`config.mk`:
```
export PLATFORM = sky130hd
export DESIGN_NAME = display_scan_ctrl
export DESIGN_NICKNAME = d
export VERILOG_FILES = /design/src/rtl/display_scan_ctrl.sv
export SDC_FILE = /design/constraint.sdc
export NUM_CORES = 1
export LEC_CHECK = 0
export CORE_MARGIN = 1
export CORE_UTILIZATION = 51
export DETAILED_ROUTE_END_ITERATION = 12
export GPL_TIMING_DRIVEN = 0
export PLACE_DENSITY = 0.73
export SKIP_LAST_GASP = 1
export SYNTH_ARGS = -nofsm -noshare
export SYNTH_HDL_FRONTEND = slang
export SYNTH_SLANG_ARGS = --single-unit
export TNS_END_PERCENT = 100
```
`constraint.sdc`:
```
create_clock -name clk -period 5.26 [get_ports clk]
set_input_delay 0.526 -clock clk [delete_from_list [all_inputs] [get_ports clk]]
set_output_delay 0.526 -clock clk [all_outputs]
set_load 0.02 [all_outputs]
```
`src/rtl/display_scan_ctrl.sv`:
```
// Time-multiplexed scan controller for an 8-digit active-low seven-segment display.
// Optional PWM dimming (brightness port) is built when DISPLAY_DIM_EN is defined.
module display_scan_ctrl #(
  parameter int REFRESH_DIV  = 100000,
  parameter int BLANK_CYCLES = 1000
) (
  input  logic        clk,
  input  logic        rst_n,
  input  logic        load,
  input  logic [31:0] digits_in,
  input  logic [7:0]  dp_in,
  input  logic [7:0]  en_mask,
`ifdef DISPLAY_DIM_EN
  input  logic [3:0]  brightness,
`endif
  output logic [7:0]  anode,
  output logic [6:0]  seg,
  output logic        dp,
  output logic [2:0]  digit_idx,
  output logic        frame_done
);

  localparam int DRIVE_CYCLES = REFRESH_DIV - BLANK_CYCLES;
  localparam int CNT_W        = $clog2(REFRESH_DIV);
  localparam logic [CNT_W-1:0] BLANK_LAST = CNT_W'(BLANK_CYCLES - 1);
  localparam logic [CNT_W-1:0] DRIVE_LAST = CNT_W'(DRIVE_CYCLES - 1);
  localparam logic [CNT_W-1:0] CNT_ONE    = CNT_W'(1);

  typedef enum logic {ST_BLANK = 1'b0, ST_DRIVE = 1'b1} state_t;

  function automatic logic [6:0] hex7(input logic [3:0] nib);
    logic [6:0] s;
    case (nib)
      4'h0:    s = 7'h40;
      4'h1:    s = 7'h79;
      4'h2:    s = 7'h24;
      4'h3:    s = 7'h30;
      4'h4:    s = 7'h19;
      4'h5:    s = 7'h12;
      4'h6:    s = 7'h02;
      4'h7:    s = 7'h78;
      4'h8:    s = 7'h00;
      4'h9:    s = 7'h10;
      4'hA:    s = 7'h08;
      4'hB:    s = 7'h03;
      4'hC:    s = 7'h46;
      4'hD:    s = 7'h21;
      4'hE:    s = 7'h06;
      4'hF:    s = 7'h0E;
      default: s = 7'h7F;
    endcase
    return s;
  endfunction

  state_t           state_q, state_d;
  logic [CNT_W-1:0] cnt_q, cnt_d;
  logic [2:0]       idx_q, idx_d;
  logic             wrap_s;

  logic [31:0] sh_digits_q, sh_digits_d, act_digits_q, act_digits_d;
  logic [7:0]  sh_dp_q, sh_dp_d, act_dp_q, act_dp_d;
  logic [7:0]  sh_en_q, sh_en_d, act_en_q, act_en_d;
  logic        pending_q, pending_d;
`ifdef DISPLAY_DIM_EN
  logic [3:0]  sh_bright_q, sh_bright_d, act_bright_q, act_bright_d;
  logic [31:0] duty_s;
`endif

  logic [7:0] anode_q, anode_d;
  logic [6:0] seg_q, seg_d;
  logic       dp_q, dp_d;
  logic       frame_done_q, frame_done_d;
  logic       on_s;

  // Scan state register: FSM state, slot cycle counter and digit index.
  always_ff @(posedge clk or negedge rst_n) begin
    if (!rst_n) begin
      state_q <= ST_BLANK;
      cnt_q   <= {CNT_W{1'b0}};
      idx_q   <= 3'd0;
    end else begin
      state_q <= state_d;
      cnt_q   <= cnt_d;
      idx_q   <= idx_d;
    end
  end

  // Next-state logic: BLANK then DRIVE within each slot, advance digit after DRIVE.
  always_comb begin
    state_d = state_q;
    cnt_d   = cnt_q + CNT_ONE;
    idx_d   = idx_q;
    case (state_q)
      ST_BLANK: begin
        if (cnt_q == BLANK_LAST) begin
          state_d = ST_DRIVE;
          cnt_d   = {CNT_W{1'b0}};
        end else begin
          state_d = ST_BLANK;
        end
      end
      ST_DRIVE: begin
        if (cnt_q == DRIVE_LAST) begin
          state_d = ST_BLANK;
          cnt_d   = {CNT_W{1'b0}};
          idx_d   = idx_q + 3'd1;
        end else begin
          state_d = ST_DRIVE;
        end
      end
      default: begin
        state_d = ST_BLANK;
        cnt_d   = {CNT_W{1'b0}};
        idx_d   = 3'd0;
      end
    endcase
  end

  assign wrap_s = (state_q == ST_DRIVE) && (cnt_q == DRIVE_LAST) && (idx_q == 3'd7);

  // Frame buffer registers: shadow written by load, active swapped at frame end.
  always_ff @(posedge clk or negedge rst_n) begin
    if (!rst_n) begin
      sh_digits_q  <= 32'h0000_0000;
      sh_dp_q      <= 8'h00;
      sh_en_q      <= 8'h00;
      act_digits_q <= 32'h0000_0000;
      act_dp_q     <= 8'h00;
      act_en_q     <= 8'h00;
      pending_q    <= 1'b0;
`ifdef DISPLAY_DIM_EN
      sh_bright_q  <= 4'hF;
      act_bright_q <= 4'hF;
`endif
    end else begin
      sh_digits_q  <= sh_digits_d;
      sh_dp_q      <= sh_dp_d;
      sh_en_q      <= sh_en_d;
      act_digits_q <= act_digits_d;
      act_dp_q     <= act_dp_d;
      act_en_q     <= act_en_d;
      pending_q    <= pending_d;
`ifdef DISPLAY_DIM_EN
      sh_bright_q  <= sh_bright_d;
      act_bright_q <= act_bright_d;
`endif
    end
  end

  // Frame update: a load on the boundary cycle bypasses the shadow straight to active.
  always_comb begin
    sh_digits_d  = sh_digits_q;
    sh_dp_d      = sh_dp_q;
    sh_en_d      = sh_en_q;
    act_digits_d = act_digits_q;
    act_dp_d     = act_dp_q;
    act_en_d     = act_en_q;
    pending_d    = pending_q;
`ifdef DISPLAY_DIM_EN
    sh_bright_d  = sh_bright_q;
    act_bright_d = act_bright_q;
`endif
    if (load) begin
      sh_digits_d = digits_in;
      sh_dp_d     = dp_in;
      sh_en_d     = en_mask;
`ifdef DISPLAY_DIM_EN
      sh_bright_d = brightness;
`endif
    end else begin
      sh_digits_d = sh_digits_q;
    end
    if (wrap_s) begin
      pending_d = 1'b0;
      if (load) begin
        act_digits_d = digits_in;
        act_dp_d     = dp_in;
        act_en_d     = en_mask;
`ifdef DISPLAY_DIM_EN
        act_bright_d = brightness;
`endif
      end else if (pending_q) begin
        act_digits_d = sh_digits_q;
        act_dp_d     = sh_dp_q;
        act_en_d     = sh_en_q;
`ifdef DISPLAY_DIM_EN
        act_bright_d = sh_bright_q;
`endif
      end else begin
        act_digits_d = act_digits_q;
      end
    end else if (load) begin
      pending_d = 1'b1;
    end else begin
      pending_d = pending_q;
    end
  end

`ifdef DISPLAY_DIM_EN
  assign duty_s = 32'((DRIVE_CYCLES * (int'(act_bright_d) + 1)) >> 4);
  assign on_s   = act_en_d[idx_d] && (32'(cnt_d) < duty_s);
`else
  assign on_s   = act_en_d[idx_d];
`endif

  // Output decode from the upcoming state so registered outputs track the FSM edge.
  always_comb begin
    anode_d      = 8'hFF;
    seg_d        = 7'h7F;
    dp_d         = 1'b1;
    frame_done_d = (state_d == ST_DRIVE) && (idx_d == 3'd7) && (cnt_d == DRIVE_LAST);
    if (state_d == ST_DRIVE) begin
      seg_d = hex7(act_digits_d[{idx_d, 2'b00} +: 4]);
      dp_d  = ~act_dp_d[idx_d];
      if (on_s) begin
        anode_d = ~(8'd1 << idx_d);
      end else begin
        anode_d = 8'hFF;
      end
    end else begin
      anode_d = 8'hFF;
    end
  end

  // Output registers.
  always_ff @(posedge clk or negedge rst_n) begin
    if (!rst_n) begin
      anode_q      <= 8'hFF;
      seg_q        <= 7'h7F;
      dp_q         <= 1'b1;
      frame_done_q <= 1'b0;
    end else begin
      anode_q      <= anode_d;
      seg_q        <= seg_d;
      dp_q         <= dp_d;
      frame_done_q <= frame_done_d;
    end
  end

  assign anode      = anode_q;
  assign seg        = seg_q;
  assign dp         = dp_q;
  assign digit_idx  = idx_q;
  assign frame_done = frame_done_q;

endmodule
```
; ---- After elaboration in Yosys (flattened, before gate mapping)
; Memories as Yosys holds them, arrays and structs flattened.
; Cells that the tools add are included.
; W data, S select, Z words.
[word_totals]
register_bits = 135
romBits = 112
inputBits = 51
out_inout_bits = 20
mem_count = 1
[mem_list]
columns = name, depth, width, rd, rd_clocked_by_memory_dff, write_ports, line
row1 = (name not given), 16, 7, 1, 0, 0, 33  ; case (nib)
[classes]
addsub = 2
n_lt_le_gt_ge = 1
n_eq_ne = 5
shift = 2
n_mux = 27
n_bitwise = 3
reduce_logical = 5
[op_table]
columns = op, count
row1 = $mux W32, 3
row2 = $mux W8, 8
row3 = $eq A17 B17 Y1 const B, 2
row4 = $mux W17, 2
row5 = $pmux W17 S2, 1
row6 = $shiftx A32 B6 Y4, 1
row7 = $add A17 B1 Y17 const B, 1
row8 = $eq A17 B10 Y1 const B, 1
row9 = $not A8 Y8, 1
row10 = $shl A1 B3 Y8 const A, 1
row11 = $mux W1, 7
row12 = $mux W7, 1
row13 = $bmux W1 S3, 2
row14 = $eq A3 B3 Y1 const B, 2
row15 = $mux W3, 2
row16 = $logic_and A1 B1 Y1, 4
row17 = $lt A3 B4 Y1 const B, 1
row18 = $add A3 B1 Y3 const B, 1
row19 = $not A1 Y1, 2
row20 = $pmux W1 S2, 1
row21 = $reduce_bool A2 Y1, 1

; ---- Depth between registers and ports, before layout
[logic_depth]
ltp_word = 8
ltp_mapped = 17
depth_no_buf = 15

; ---- Worst setup path before layout
; Ideal clock, no wire load.
[synth_path]
path_type = reg2reg
startpoint = reg cnt_q[0]
endpoint = reg seg_q[3] (netlist: seg[3])
arrival_time_ns = 3.699
required_time_ns = 5.184
slack_ns = 1.484
path_stages_with_launch = 14
synth_period_minus_slack_ns = 3.776
cell_sequence = dfrtp_1 -> ha_1 -> or4b_4 -> nor4_4 -> nand2_2 -> xnor2_1 -> inv_1 -> buf_2 -> o311ai_0 -> o31a_1 -> inv_1 -> ha_1 -> mux2_4 -> a22oi_2
[synth_between]
word_cells_on_any_way = 13
cone_classes = eq/ne (2) / shift (1) / mux (7) / reduce/logical (2) / memory (1)
[synth_rtl]
columns = item, line
row1 = "start, declared", 56  ; logic [CNT_W-1:0] cnt_q, cnt_d;
row2 = "start signal, assigned", 79  ; cnt_q <= {CNT_W{1'b0}};
row3 = "start signal, assigned", 83  ; cnt_q <= cnt_d;
row4 = $eq A17 B17 Y1, 103  ; if (cnt_q == DRIVE_LAST) begin
row5 = $mux W3, 103
row6 = $mux W3, 93  ; case (state_q)
row7 = net idx_d[0], 57  ; logic [2:0] idx_q, idx_d;
row8 = $shiftx A32 B6 Y4, 213  ; seg_d = hex7(act_digits_d[{idx_d, 2'b00} +: 4]);
row9 = $mem_v2 Z16 W7, -
row10 = $mux W7, 212  ; if (state_d == ST_DRIVE) begin
row11 = net seg_d[3], 70  ; logic [6:0] seg_q, seg_d;
row12 = "end signal, assigned", 234  ; seg_q <= seg_d;
row13 = "end, declared", 70
; The timed path passes the listed nets, and every way through them passes these cells.
; A chain may end at the register's enable or synchronous reset.

; ---- Worst setup path in the final report
[layout_path]
startpoint = reg cnt_q[0]
endpoint = reg seg_q[0] (netlist: seg[0])
; The elaborated chain is that of the path after synthesis.

==> metrics.cfg <==
[outcome]
status=completed

[routing]
remaining_drc_errors=0
ant_nets=0
routed_via_density=5.64
drt-total-wl_mm=14.8
first_pass_iters=5
wl_per_cell_um=17.6
drt_iter0_markers=239
vias=4731

[global_routing]
gr-total-overflow=0
grt_pass1_vias=4917
grt_max_degree=97
grt_antenna_before_repair=0
grt_pass1_wl_mm=24.5
track_usage_pct=24.8

[critical_path]
path_cells=ha_1 > or4b_4 > nor4_4 > nand2_2 > xnor2_1 > inv_1 > buf_2 > o311ai_0 > o31a_1 > inv_1 > ha_1 > nor4b_1 > nor3_1
crit_arrival_ns=5.07
cpPeakStageDelay_ns=0.59
cpMaxStageDelayCell=nor4_4
endpoint_kind=flop
path_buf_inv=3
crit_fanout=10
required_ns=5.58
r2r_setup_slack_ns=0.51
crit_path_start_kind=flop
crit_type=reg2reg
reg2reg_from=cnt_q[0]
crit_start=cnt_q[0]
path_delay_family=simple AND/OR/NAND/NOR gates

[clocking]
post_cts_buffers=0
cts_root_buf=clkbuf_16
clock_sinks=135
numCtsBuffers=17
cts.repair.resized=0
cts_tree=done
cts_max_path_buffers=2
clock_latency_ns=0.42
cts.clk_slew.worst_paths_ns=0.05
ctsHoldBuffers=0
h-tree-depth=4

[yosys]
synth.avg_cell_area_sq_um=11.1
synth_area_leaders=dfrtp_1, mux2_2, dfstp_2
async_flop_share_pct=100
synth_edf_count=0
synth_flop_cell=dfrtp_1
synth_top_cell_area_share_pct=46.9
synth-seq-cells=135
synth_area_leader_cell=dfrtp_1
synth.cell_area_sq_um=6350
yosys_warnings=0
ys_types=68
synth_nets=631
yosysSeqAreaShare_pct=53.5
synthCells=571

[final_layout]
final_nets=720
final_cells=839
stdcell_area_sq_um=7810
final_cell_mix=dfrtp_1, clkdlybuf4s50_1, nand2_1
layout_commonest_cell=dfrtp_1
n_antenna_cell=0
area_growth_pct=23.0
fin_util_pct=64.8
drive_gt1_share_pct=17.9

[timing]
fin_skew_ns=0.00895
hold_ws_ns=0.0109
slew_violations=0
max_slew_margin_pct=43.9
setup_slack_ns=0.514
max_slew.worst_pin.slew_ns=0.834
hold_viol_final=0
rsz0062_at_grt=false
fmax_mhz=211
fin_tns_setup_ns=0
finalSetupViolations=0
post-route-min-period_ns=4.75
period_share_pct=90.2

[run]
drv_cap=0

[hold_path]
hold_class=in2async

[place]
post-place-ws_ns=0.541
portBuffers=69
dpl_cell_area_sq_um=7280
finalWeightedCongestion=0.912
dp_hpwl_mm=10.4
placed_cells=809

[power_and_ir_drop]
ir_drop_mv=0.230
cellPowerDensity_nw_per_um2=298
p_leak_nw=3.39
power.total_mw=2.33

[die]
num_rows=40
ios=71
dieArea_sq_um=12900
die_h_um=114
core_sq_um=12100
initial_core_util_pct=52.7
die_w_um=114

==> final timing paths <==
check                             endpoint  cells after the start
max reg2reg                         seg[0]                     13
max in group asynchronous         anode[7]                      2
min in group clk               act_en_q[4]                      2
min                        sh_digits_q[28]                      1
min reg2reg                    act_en_q[4]                      2
max                                 seg[0]                     13
==> final cells by class <==
type | count | area, sq um
clock inverter | 5 | 75.1
multi-input combinational | 380 | 2700
buffer | 36 | 174
fill | 967 | 4250
tap | 168 | 210
sequential | 135 | 3400
clock buffer | 25 | 455
timing repair buffer | 70 | 719
inverter | 20 | 75.1
==> flip-flops by register name (all words and copies together) (netlist names) <==
signal,flops
sh_dp_q,8
seg,7
sh_digits_q,32
act_en_q,8
act_dp_q,8
digit_idx,3
anode,8
state_q,1
dp,1
act_digits_q,32
pending_q,1
sh_en_q,8
frame_done,1
cnt_q,17
==> cell usage after synthesis, types with 3 or more instances <==
library cell	instances
mux2_2	55
nor3_1	11
clkbuf_1	22
a32oi_1	5
ha_1	9
xnor2_1	6
nor2_1	49
dfstp_2	16
dfrtp_1	119
buf_1	5
buf_6	4
nand4b_1	3
buf_2	4
inv_1	19
o211ai_1	3
a221o_1	4
a31oi_1	14
nor4_1	16
nor2b_1	3
o22ai_1	5
o21ai_0	11
nand4_1	5
xor2_1	10
a21o_1	19
and3_1	3
nand2_1	58
mux2i_1	17
nand3_1	11
a21oi_1	14
and2_1	4
==> report_power, final <==
| group | internal, mW | total (mW) | switching, mW |
|---|---|---|---|
| logic | 0.0770 | 0.149 | 0.0720 |
| clock network | 0.688 | 1.08 | 0.396 |
| registers | 1.08 | 1.10 | 0.0112 |
==> metal layers <==
metal | global-route usage [%] | wire length (um)
met1 | 31.5 | 6290
met4 | 12.8 | 346
met5 | 0 | 0
met2 | 39.4 | 7140
met3 | 6.11 | 999
==> cells by family (layout without fill, tap and decap cells) <==
group	count (synthesis)	after routing	synth area share [%]
AND/OR/NAND/NOR	180	180	14.0
flip-flops	135	135	53.5
AO/OA/AOI/OAI	100	100	11.3
multiplexers	75	75	13.3
buffers and inverters	56	156	3.92
XOR/XNOR	16	16	2.21
adder cells (fa/ha/maj)	9	9	1.77
(Power assumes the default switching activity.)
